`config.mk`:
```
export PLATFORM = sky130hd
export DESIGN_NAME = uart_tx_buffer_ctrl_flat
export DESIGN_NICKNAME = d
export VERILOG_FILES = /design/src/rtl/uart_tx_buffer_ctrl_if.sv /design/src/rtl/uart_tx_buffer_ctrl.sv /design/src/flat_wrapper.sv
export SDC_FILE = /design/constraint.sdc
export NUM_CORES = 1
export LEC_CHECK = 0
export ABC_AREA = 0
export BUFFER_PORTS_ARGS = -buffer_cell sky130_fd_sc_hd__clkbuf_2
export CAP_MARGIN = 20
export CORE_MARGIN = 4
export CORE_UTILIZATION = 49
export CTS_BUF_LIST = sky130_fd_sc_hd__clkbuf_4 sky130_fd_sc_hd__clkbuf_8
export DETAILED_ROUTE_END_ITERATION = 6
export GPL_ROUTABILITY_DRIVEN = 0
export PLACE_DENSITY = 0.88
export SYNTH_ARGS = -nofsm -noshare
export SYNTH_HDL_FRONTEND = slang
export SYNTH_SLANG_ARGS = --single-unit
```
`constraint.sdc`:
```
create_clock -name clk -period 3.4 [get_ports clk]
set_input_delay 0.17 -clock clk [delete_from_list [all_inputs] [get_ports clk]]
set_output_delay 0.17 -clock clk [all_outputs]
set_load 0.1 [all_outputs]
```
`src/rtl/uart_tx_buffer_ctrl_if.sv`:
```
// Bundle of producer, BRAM and UART-side signals around the TX buffer controller.
// master: the controller itself. slave: producers, BRAM and uart_tx around it.
interface uart_tx_buffer_ctrl_if #(
  parameter int ADDR_WIDTH = 6,
  parameter int DATA_WIDTH = 8
);
  // producer side
  logic                  push;
  logic [DATA_WIDTH-1:0] push_data;
  logic                  flush;
  logic                  clr_overflow;
  logic                  full;
  logic                  empty;
  logic                  overflow;
  logic [ADDR_WIDTH:0]   count;
  // BRAM ports
  logic                  bram_we;
  logic [ADDR_WIDTH-1:0] bram_waddr;
  logic [DATA_WIDTH-1:0] bram_wdata;
  logic [ADDR_WIDTH-1:0] bram_raddr;
  logic [DATA_WIDTH-1:0] bram_rdata;
  // UART transmitter handshake
  logic [DATA_WIDTH-1:0] tx_data;
  logic                  tx_valid;
  logic                  tx_ready;

  modport master (
    input  push, push_data, flush, clr_overflow, bram_rdata, tx_ready,
    output full, empty, overflow, count,
    output bram_we, bram_waddr, bram_wdata, bram_raddr,
    output tx_data, tx_valid
  );

  modport slave (
    output push, push_data, flush, clr_overflow, bram_rdata, tx_ready,
    input  full, empty, overflow, count,
    input  bram_we, bram_waddr, bram_wdata, bram_raddr,
    input  tx_data, tx_valid
  );
endinterface

```
`src/rtl/uart_tx_buffer_ctrl.sv`:
```
// Circular TX FIFO controller around a dual-port byte BRAM with a 1-cycle
// registered read. Producers push bytes; a three-state read sequencer
// (IDLE -> FETCH -> VALID) pulls them out and offers them to uart_tx.
module uart_tx_buffer_ctrl #(
  parameter int ADDR_WIDTH = 6,
  parameter int DATA_WIDTH = 8
) (
  input logic                clk,
  input logic                rst,
  uart_tx_buffer_ctrl_if.master bus
);
  localparam int DEPTH = 2 ** ADDR_WIDTH;
  localparam logic [ADDR_WIDTH:0] DEPTH_CNT = (ADDR_WIDTH + 1)'(DEPTH);

  typedef enum logic [1:0] {IDLE, FETCH, VALID} state_t;

  state_t                state_reg;
  logic [ADDR_WIDTH-1:0] wr_ptr_reg;
  logic [ADDR_WIDTH-1:0] rd_ptr_reg;
  logic [ADDR_WIDTH:0]   count_reg;
  logic [DATA_WIDTH-1:0] tx_data_reg;
  logic                  tx_valid_reg;
  logic                  overflow_reg;

  logic full_w;
  logic push_ok;
  logic pop;

  // full/empty derive from the occupancy counter, never from pointer compare
  assign full_w  = (count_reg == DEPTH_CNT);
  assign push_ok = bus.push & ~full_w & ~bus.flush;
  // the byte leaves the BRAM on the FETCH -> VALID edge (flush cancels it)
  assign pop     = (state_reg == FETCH) & ~bus.flush;

  assign bus.full       = full_w;
  assign bus.empty      = (count_reg == '0);
  assign bus.overflow   = overflow_reg;
  assign bus.count      = count_reg;
  assign bus.bram_we    = push_ok;
  assign bus.bram_waddr = wr_ptr_reg;
  assign bus.bram_wdata = bus.push_data;
  assign bus.bram_raddr = rd_ptr_reg;
  assign bus.tx_data    = tx_data_reg;
  assign bus.tx_valid   = tx_valid_reg;

  // Pointers, occupancy and sticky overflow; flush wipes everything
  always_ff @(posedge clk or posedge rst) begin
    if (rst) begin
      wr_ptr_reg   <= '0;
      rd_ptr_reg   <= '0;
      count_reg    <= '0;
      overflow_reg <= 1'b0;
    end else if (bus.flush) begin
      wr_ptr_reg   <= '0;
      rd_ptr_reg   <= '0;
      count_reg    <= '0;
      overflow_reg <= 1'b0;
    end else begin
      if (push_ok)
        wr_ptr_reg <= wr_ptr_reg + 1'b1;
      if (pop)
        rd_ptr_reg <= rd_ptr_reg + 1'b1;
      if (push_ok && !pop)
        count_reg <= count_reg + 1'b1;
      else if (!push_ok && pop)
        count_reg <= count_reg - 1'b1;
      // a dropped push sets the flag even if clr_overflow is also asserted
      if (bus.push && full_w)
        overflow_reg <= 1'b1;
      else if (bus.clr_overflow)
        overflow_reg <= 1'b0;
    end
  end

  // Read sequencer: IDLE issues the BRAM read, FETCH captures it, VALID waits for the UART
  always_ff @(posedge clk or posedge rst) begin
    if (rst) begin
      state_reg    <= IDLE;
      tx_data_reg  <= '0;
      tx_valid_reg <= 1'b0;
    end else if (bus.flush) begin
      state_reg    <= IDLE;
      tx_valid_reg <= 1'b0;
    end else begin
      case (state_reg)
        IDLE: begin
          // registered count guarantees the addressed byte was written earlier
          if (count_reg != '0)
            state_reg <= FETCH;
        end
        FETCH: begin
          tx_data_reg  <= bus.bram_rdata;
          tx_valid_reg <= 1'b1;
          state_reg    <= VALID;
        end
        VALID: begin
          if (bus.tx_ready) begin
            tx_valid_reg <= 1'b0;
            state_reg    <= IDLE;
          end
        end
        default: begin
          tx_valid_reg <= 1'b0;
          state_reg    <= IDLE;
        end
      endcase
    end
  end
endmodule

```
`src/flat_wrapper.sv`:
```
// flat-port wrapper written by rule: the top's interface ports become plain ports
module uart_tx_buffer_ctrl_flat 
#(
  parameter int ADDR_WIDTH = 6,
  parameter int DATA_WIDTH = 8
)
  (clk, rst, bus_push, bus_push_data, bus_flush, bus_clr_overflow, bus_bram_rdata, bus_tx_ready, bus_full, bus_empty, bus_overflow, bus_count, bus_bram_we, bus_bram_waddr, bus_bram_wdata, bus_bram_raddr, bus_tx_data, bus_tx_valid);
  uart_tx_buffer_ctrl_if #(.ADDR_WIDTH(ADDR_WIDTH), .DATA_WIDTH(DATA_WIDTH)) bus_i ();
  input logic clk;
  input logic rst;
  input wire logic [$bits(bus_i.push)-1:0] bus_push;
  input wire logic [$bits(bus_i.push_data)-1:0] bus_push_data;
  input wire logic [$bits(bus_i.flush)-1:0] bus_flush;
  input wire logic [$bits(bus_i.clr_overflow)-1:0] bus_clr_overflow;
  input wire logic [$bits(bus_i.bram_rdata)-1:0] bus_bram_rdata;
  input wire logic [$bits(bus_i.tx_ready)-1:0] bus_tx_ready;
  output wire logic [$bits(bus_i.full)-1:0] bus_full;
  output wire logic [$bits(bus_i.empty)-1:0] bus_empty;
  output wire logic [$bits(bus_i.overflow)-1:0] bus_overflow;
  output wire logic [$bits(bus_i.count)-1:0] bus_count;
  output wire logic [$bits(bus_i.bram_we)-1:0] bus_bram_we;
  output wire logic [$bits(bus_i.bram_waddr)-1:0] bus_bram_waddr;
  output wire logic [$bits(bus_i.bram_wdata)-1:0] bus_bram_wdata;
  output wire logic [$bits(bus_i.bram_raddr)-1:0] bus_bram_raddr;
  output wire logic [$bits(bus_i.tx_data)-1:0] bus_tx_data;
  output wire logic [$bits(bus_i.tx_valid)-1:0] bus_tx_valid;
  assign bus_i.push = bus_push;
  assign bus_i.push_data = bus_push_data;
  assign bus_i.flush = bus_flush;
  assign bus_i.clr_overflow = bus_clr_overflow;
  assign bus_i.bram_rdata = bus_bram_rdata;
  assign bus_i.tx_ready = bus_tx_ready;
  assign bus_full = bus_i.full;
  assign bus_empty = bus_i.empty;
  assign bus_overflow = bus_i.overflow;
  assign bus_count = bus_i.count;
  assign bus_bram_we = bus_i.bram_we;
  assign bus_bram_waddr = bus_i.bram_waddr;
  assign bus_bram_wdata = bus_i.bram_wdata;
  assign bus_bram_raddr = bus_i.bram_raddr;
  assign bus_tx_data = bus_i.tx_data;
  assign bus_tx_valid = bus_i.tx_valid;
  uart_tx_buffer_ctrl #(.ADDR_WIDTH(ADDR_WIDTH), .DATA_WIDTH(DATA_WIDTH)) u_core (.clk(clk), .rst(rst), .bus(bus_i));
endmodule
```
==> results of run 1 <==
==> per-layer routing <==
layer  up-vias  part of all wire (%)  track usage [%]
li1        629                     -                -
met1       587                    47            21.23
met2        41                    43            23.14
met3         6                   8.9            7.589
met4         0                   1.4            5.330
met5         -                     0                0
==> how the worst max path moves through the flow <==
stage / start / to / slack, ns / cells past startpoint
global route: u_core.bus.count[0]$_DFFE_PP0P_ / u_core.bus.count[6]$_DFFE_PP0P_ / 0.30 / 10
detailed placement: u_core.bus.count[1]$_DFFE_PP0P_ / u_core.bus.count[6]$_DFFE_PP0P_ / 0.47 / 10
global placement: u_core.bus.count[1]$_DFFE_PP0P_ / u_core.bus.count[6]$_DFFE_PP0P_ / 0.56 / 10
floorplan: u_core.bus.count[5]$_DFFE_PP0P_ / u_core.bus.count[6]$_DFFE_PP0P_ / 0.07 / 10
finish: u_core.bus.count[1]$_DFFE_PP0P_ / u_core.bus.count[6]$_DFFE_PP0P_ / 0.44 / 10
CTS: u_core.bus.count[1]$_DFFE_PP0P_ / u_core.bus.count[6]$_DFFE_PP0P_ / 0.44 / 10
==> cell usage in the layout, fill, tap and decap left out, drive strengths merged, types with 4 or more instances in the layout <==
cell / synthesis / final
xor2: 9 / 9
dfrtp: 31 / 31
mux2: 10 / 10
nor2: 23 / 23
nor2b: 5 / 5
a21oi: 7 / 7
nor3: 4 / 4
clkbuf: 3 / 52
nand2: 11 / 11
inv: 5 / 5
nand4: 4 / 4
xnor2: 4 / 4
ha: 8 / 8
==> worst max-delay path: stages (launching register included) <==
cell,delay (ns)
dfrtp_4,0.52
nor4_4,0.43
a31o_2,0.27
nor2_4,0.05
nand2_2,0.14
ha_1,0.28
nor2b_1,0.15
o31a_1,0.25
o22ai_1,0.18
mux2i_1,0.23
mux2_1,0.34
==> timing repair <==
item	in CTS	in global routing
endpoints found under the hold margin	0	8
hold buffers	0	1
gates resized for setup	0	0
==> layout make-up <==
type / instances / area, µm² / share of cell area (%)
sequential: 31 / 799.5 / 38.92
clock buffer: 7 / 65.06 / 3.167
clock inverter: 1 / 7.507 / 0.3654
multi-input combinational: 111 / 828.3 / 40.32
inverter: 5 / 18.77 / 0.9135
timing repair buffer: 49 / 277.8 / 13.52
tap: 46 / 57.56 / 2.801
==> per-stage QoR <==
stage          hold slack, ns  util (%)  worst slack [ns]  std cells  area (µm²)
2_1_floorplan          0.2736         -           0.07354        159        1723
3_3_place_gp           0.3407     58.27            0.5642        240        1944
3_5_place_dp           0.3407     58.27            0.4665        240        1944
4_1_cts               0.04585     60.44            0.4368        248        2017
5_1_grt               0.03998     61.57            0.2978        250        2054
6_report              0.06834     61.57            0.4380        250        2054
==> cell families after synthesis <==
kind of cell / share of synthesized area [%]
adder cells (fa/ha/maj): 7.111
XOR/XNOR: 7.853
AND/OR/NAND/NOR: 17.11
AO/OA/AOI/OAI: 8.890
multiplexers: 7.481
flip-flops: 45.93
buffers and inverters: 5.630
==> results.toml, run 1 <==
[run_status]
status = "complete, no violations"

[clocking]
clock-sinks = 31
clk_pin_slew_worst_paths_ns = 0.10
cts_max_level = 2
cts_root_buf = "clkbuf_4"
cts.path.max_buffers = 2
cts_setup_buffers = 0
numCtsBuffers = 5
cts_tree = "built"
clk_latency_ns = 0.33

[synth]
synth_edf_count = 0
synth_cell_type_count = 41
syn_avg_cell_area_um2 = 10.62
synth_cells = 159
syn_nets = 190
synth_top_area_share_pct = 45.93
synthesis.area_um2 = 1689
ys_top_cells_by_area = "dfrtp_1, ha_1, mux2_2, nor2_1, xor2_1"
yosys_warnings = 0
synthTopCellsByCount = "dfrtp_1, nor2_1, nand2_1"
synth_flop_cell = "dfrtp_1"
ys_ff_latch = 31
synth_top_area_cell = "dfrtp_1"
synth-async-reset-ratio_pct = 100.0
seq_area_frac_synth_pct = 45.93
synth_most_common_cell = "dfrtp_1"

[floorplanning]
ios = 62
fp.dieH_um = 66.71
rows = 21
initial_core_util_pct = 50.62
fp.dieW_um = 66.71
dieArea_um2 = 4450
coreArea_um2 = 3337

[critical_path]
worst-endpoint-arrival_ns = 3.18
startpoint_type = "flip-flop"
crit_type = "reg -> reg"
worstSetupEndpointType = "flip-flop"
ff2ff_setup_slack_ns = 0.44
worstPathRequired_ns = 3.62
worst-r2r-cell-count = 10
rr_endpoint = "u_core.bus.count[6]$_DFFE_PP0P_"
cp_max_fo = 7
worstReg2RegStart = "u_core.bus.count[1]$_DFFE_PP0P_"

[cells_and_area]
fillerInstances = 288
syn_to_final_growth_pct = 21.63
drive_above_1_share_pct = 39.71
largest_reg_flops = 8
final_nets = 234
antenna_cells = 0

[min_path]
worstHoldPathCells = 2
min-delay-path-class = "in -> reg"
min-delay-start = "bus_bram_rdata[7]"
min_delay_worst_endpoint = "u_core.bus.tx_data[7]$_DFFE_PP0P_"

[sta]
rsz0062_at_grt = "false"
hold_violations = 0
clock_skew_ns = 0.005676
setup_viol = 0
maxSlewViolCount = 0
slew-limit-headroom_pct = 58.81
fin_crit_ns = 2.962
tns_ns = 0
tightestPinTransition_ns = 0.6156
fmax_mhz = 337.6
fin_crit_sh_pct = 87.12

[global_routing]
first_global_vias = 1114
gr-usage-all-layers_pct = 16.10
grt_max_degree = 29
antenna_found_initial = 0
grt_pass1_wl_um = 5250
overflow = 0

[drt]
vias_per_cell = 5.052
wl_per_cell_um = 13.10
drtIter0Drc = 47
routed_wl_um = 3275
route.detailed.drc = 0
firstDrtPassIters = 4
num_vias = 1263
ant_nets = 0

[place]
numPortBuffers = 45
dp_hpwl_um = 2478

[run]
max_cap_violations = 0
Power of run 1 is left out: the tool's default activity adds up to more than one toggle a clock period on the data nets, which glitch-free logic cannot reach.
==> inputs of run 2 (changes only) <==
--- a/config.mk
+++ b/config.mk
@@ -9,11 +9,12 @@
 export BUFFER_PORTS_ARGS = -buffer_cell sky130_fd_sc_hd__clkbuf_2
 export CAP_MARGIN = 20
 export CORE_MARGIN = 4
-export CORE_UTILIZATION = 49
+export CORE_UTILIZATION = 51
 export CTS_BUF_LIST = sky130_fd_sc_hd__clkbuf_4 sky130_fd_sc_hd__clkbuf_8
 export DETAILED_ROUTE_END_ITERATION = 6
 export GPL_ROUTABILITY_DRIVEN = 0
-export PLACE_DENSITY = 0.88
+export HOLD_SLACK_MARGIN = 0.03
+export PLACE_DENSITY = 0.91
 export SYNTH_ARGS = -nofsm -noshare
 export SYNTH_HDL_FRONTEND = slang
 export SYNTH_SLANG_ARGS = --single-unit
==> run 2 against run 1 <==
Net effect: hold slack got worse by 0.0078 ns; critical path depth up 1; count of clock-buffer cells in the layout shrank 1; fmax down 1.0%; non-clock buffer count down 1; clock skew grew 0.0090 ns.
==> results.toml, run 2 (synthesized netlist as in run 1, its figures left out) <==
[critical_path]
crit_type = "reg -> reg"
cp_max_fo = 7
worstPathRequired_ns = 3.64
startpoint_type = "flip-flop"
worst-endpoint-arrival_ns = 3.23
worstSetupEndpointType = "flip-flop"

[clocking]
cts_hold_buf = 1
cts_tree = "built"
cts_root_buf = "clkbuf_4"
clock-sinks = 31
clk_latency_ns = 0.34
cts_max_level = 2
cts_setup_buffers = 0
clk_pin_slew_worst_paths_ns = 0.11
ctsResizeCount = 0
cts.path.max_buffers = 2
numCtsBuffers = 5

[cells_and_area]
largest_reg_flops = 8
design_area_um2 = 2038
layout_common_cells = "clkbuf_2, dfrtp_1, nor2_1"
drive_above_1_share_pct = 39.41
antenna_cells = 0
syn_to_final_growth_pct = 20.67
final_common_cell = "clkbuf_2"
final_nets = 233

[place]
dpl_cell_area_um2 = 1942
dp_hpwl_um = 2684
numPortBuffers = 45

[min_path]
min-delay-path-class = "in -> reg"

[sta]
clock_skew_ns = 0.01467
tns_ns = 0
maxSlewViolCount = 0
fmax_mhz = 334.2
setup_viol = 0
hold_violations = 0
fin_crit_sh_pct = 88.00
tightestPinTransition_ns = 0.6422
fin_crit_ns = 2.992
slew-limit-headroom_pct = 57.03
rsz0062_at_grt = "false"

[floorplanning]
rows = 20
initial_core_util_pct = 54.44
dieArea_um2 = 4297
fp.dieW_um = 65.55
coreArea_um2 = 3103
ios = 62
fp.dieH_um = 65.55

[drt]
ant_nets = 0
drtIter0Drc = 59
wl_per_cell_um = 14.54
firstDrtPassIters = 4
route.detailed.drc = 0
vias_per_cell = 5.348
routed_wl_um = 3591
num_vias = 1321

[global_routing]
grt_max_degree = 32
overflow = 0
gr-usage-all-layers_pct = 19.55
antenna_found_initial = 0
grt_pass1_wl_um = 6348
first_global_vias = 1433

[run_status]
status = "complete, no violations"

[run]
max_cap_violations = 0
==> run 2: changes by cell type in the layout (fill, tap and decap cells not counted) <==
cell | before | now
buf_16 | 1 | 0
bufinv_16 | 0 | 1
clkbuf_8 | 2 | 1
clkinv_2 | 0 | 1
clkinvlp_4 | 1 | 0
==> run 2: metrics by stage <==
step / instances / setup slack, ns / util [%] / hold slack (ns)
floorplan: 159 / 0.07354 / - / 0.2736
global placement: 238 / 0.5541 / 62.58 / 0.2476
detailed placement: 238 / 0.4698 / 62.58 / 0.2512
CTS: 247 / 0.4403 / 65.69 / 0.04537
global route: 247 / 0.3005 / 65.69 / 0.04324
finish: 247 / 0.4081 / 65.69 / 0.06050
==> run 2: worst paths after layout <==
path	from	to	slack (ns)	depth (start not counted)
max in group asynchronous	rst	u_core.bus.count[2]$_DFFE_PP0P_	2.64	4
hold / removal	bus_bram_rdata[6]	u_core.bus.tx_data[6]$_DFFE_PP0P_	0.06	2
hold reg to reg	u_core.bus.tx_data[5]$_DFFE_PP0P_	u_core.bus.tx_data[5]$_DFFE_PP0P_	0.52	1
setup reg to reg	u_core.bus.count[1]$_DFFE_PP0P_	u_core.bus.count[6]$_DFFE_PP0P_	0.41	11
min in group asynchronous	rst	u_core.bus.count[1]$_DFFE_PP0P_	0.43	4
setup / recovery	u_core.bus.count[1]$_DFFE_PP0P_	u_core.bus.count[6]$_DFFE_PP0P_	0.41	11
==> run 2: area by class of cell <==
| cell class | instances | area, µm² |
|---|---|---|
| fill | 246 | 1065 |
| multi-input combinational | 111 | 828.3 |
| sequential | 31 | 799.5 |
| timing repair buffer | 48 | 250.2 |
| tap | 44 | 55.05 |
| clock buffer | 6 | 51.30 |
| clock inverter | 2 | 35.03 |
| inverter | 5 | 18.77 |
==> run 2: worst max-delay path, cell delays in order, from the launching register on <==
cell	delay, ns
dfrtp_4	0.52
nor4_4	0.42
a31o_2	0.28
nor2_4	0.06
nand2_2	0.14
inv_1	0.07
fa_1	0.41
nor2b_1	0.19
o31a_1	0.18
o22ai_1	0.10
mux2i_1	0.17
mux2_1	0.33
==> run 2: routing by layer <==
metal	global-route usage (%)	up-vias	wire length (µm)
met1	22.02	638	1466
li1	-	625	-
met5	0	-	0
met3	8.547	6	256
met2	32.11	52	1821
met4	8.290	0	46
Power of run 2 is left out for the same reason.
==> inputs of run 3 (changes only) <==
--- a/config.mk
+++ b/config.mk
@@ -9,12 +9,12 @@
 export BUFFER_PORTS_ARGS = -buffer_cell sky130_fd_sc_hd__clkbuf_2
 export CAP_MARGIN = 20
 export CORE_MARGIN = 4
-export CORE_UTILIZATION = 51
+export CORE_UTILIZATION = 36
 export CTS_BUF_LIST = sky130_fd_sc_hd__clkbuf_4 sky130_fd_sc_hd__clkbuf_8
 export DETAILED_ROUTE_END_ITERATION = 6
 export GPL_ROUTABILITY_DRIVEN = 0
 export HOLD_SLACK_MARGIN = 0.03
-export PLACE_DENSITY = 0.91
+export PLACE_DENSITY = 0.7
 export SYNTH_ARGS = -nofsm -noshare
 export SYNTH_HDL_FRONTEND = slang
 export SYNTH_SLANG_ARGS = --single-unit
==> run 3 against run 2 <==
Net effect: via count down 3.4%; routed wire length is 3.4% lower; first-iteration DRC count grew 53%.
==> results.toml, run 3 (synthesized netlist as in run 1, its figures left out) <==
[critical_path]
worstSetupEndpointType = "flip-flop"
worstPathRequired_ns = 3.57
worst-endpoint-arrival_ns = 3.11
cp_max_fo = 7
startpoint_type = "flip-flop"
crit_type = "reg -> reg"

[clocking]
cts_max_level = 2
cts.path.max_buffers = 2
cts_setup_buffers = 0
cts_hold_buf = 0
cts_tree = "built"
clock-sinks = 31
clk_pin_slew_worst_paths_ns = 0.07
clk_latency_ns = 0.28
numCtsBuffers = 5
ctsResizeCount = 0
cts_root_buf = "clkbuf_8"

[drt]
ant_nets = 0
routed_wl_um = 3469
vias_per_cell = 5.024
wl_per_cell_um = 13.66
num_vias = 1276
route.detailed.drc = 0
firstDrtPassIters = 4
drtIter0Drc = 90

[sta]
fin_crit_ns = 2.943
maxSlewViolCount = 0
tns_ns = 0
slew-limit-headroom_pct = 40.71
fmax_mhz = 339.8
fin_crit_sh_pct = 86.56
hold_violations = 0
rsz0062_at_grt = "false"
setup_viol = 0
clock_skew_ns = 0.006807
tightestPinTransition_ns = 0.8884

[run_status]
status = "complete, no violations"

[global_routing]
antenna_found_initial = 0
gr-usage-all-layers_pct = 12.46
grt_max_degree = 29
grt_pass1_wl_um = 5920
overflow = 0
first_global_vias = 1230

[cells_and_area]
final_nets = 232
layout_common_cells = "clkbuf_2, dfrtp_1, nor2_1"
final_common_cell = "clkbuf_2"
syn_to_final_growth_pct = 21.70
fillerInstances = 430
drive_above_1_share_pct = 39.60
largest_reg_flops = 8
antenna_cells = 0

[floorplanning]
fp.dieW_um = 76.50
coreArea_um2 = 4444
rows = 24
fp.dieH_um = 76.50
dieArea_um2 = 5852
ios = 62
initial_core_util_pct = 38.01

[run]
max_cap_violations = 0

[place]
numPortBuffers = 45
dp_hpwl_um = 2573

[min_path]
min-delay-path-class = "in -> async"
run 3: critical path, stage by stage, from the launching register on:
cell,delay [ns]
dfrtp_4,0.50
nor4_4,0.43
a31o_2,0.27
nor2_4,0.05
nand2_2,0.13
ha_1,0.28
nor2b_1,0.15
o31a_1,0.25
o22ai_1,0.18
mux2i_1,0.24
mux2_1,0.34
run 3: layer usage:
layer | vias up | global-route usage, % | routed length, µm
li1 | 623 | - | -
met1 | 603 | 16.42 | 1594
met2 | 45 | 19.07 | 1582
met3 | 5 | 4.374 | 259
met4 | 0 | 3.986 | 33
met5 | - | 0 | 0
run 3: metrics by stage:
step	utilization, %	instance area (µm²)	setup slack [ns]	hold WS, ns	std cells
floorplan	-	1723	0.07354	0.2736	159
global placement	43.92	1952	0.5393	0.3407	246
detailed placement	43.92	1952	0.4763	0.3407	246
CTS	46.26	2056	0.4587	0.09373	254
global route	46.26	2056	0.3020	0.1106	254
finish	46.26	2056	0.4570	0.04697	254
run 3: layout make-up:
class	count	area, µm²	area share, %
clock buffer	7	96.34	4.687
clock inverter	1	7.507	0.3652
inverter	5	18.77	0.9130
multi-input combinational	111	828.3	40.29
sequential	31	799.5	38.89
tap	52	65.06	3.165
timing repair buffer	47	240.2	11.69
run 3: final timing paths:
path,start,depth (start not counted),to,slack [ns]
min in group clk,bus_bram_rdata[4],2,u_core.bus.tx_data[4]$_DFFE_PP0P_,0.12
max in group asynchronous,rst,3,u_core.bus.bram_raddr[1]$_DFFE_PP0P_,2.68
max reg2reg,u_core.bus.count[1]$_DFFE_PP0P_,10,u_core.bus.count[6]$_DFFE_PP0P_,0.46
min reg2reg,u_core.state_reg[1]$_DFFE_PP0P_,1,u_core.state_reg[0]$_DFFE_PP0P_,0.50
max,u_core.bus.count[1]$_DFFE_PP0P_,10,u_core.bus.count[6]$_DFFE_PP0P_,0.46
min,rst,2,u_core.bus.count[3]$_DFFE_PP0P_,0.05
Power of run 3 is left out for the same reason.
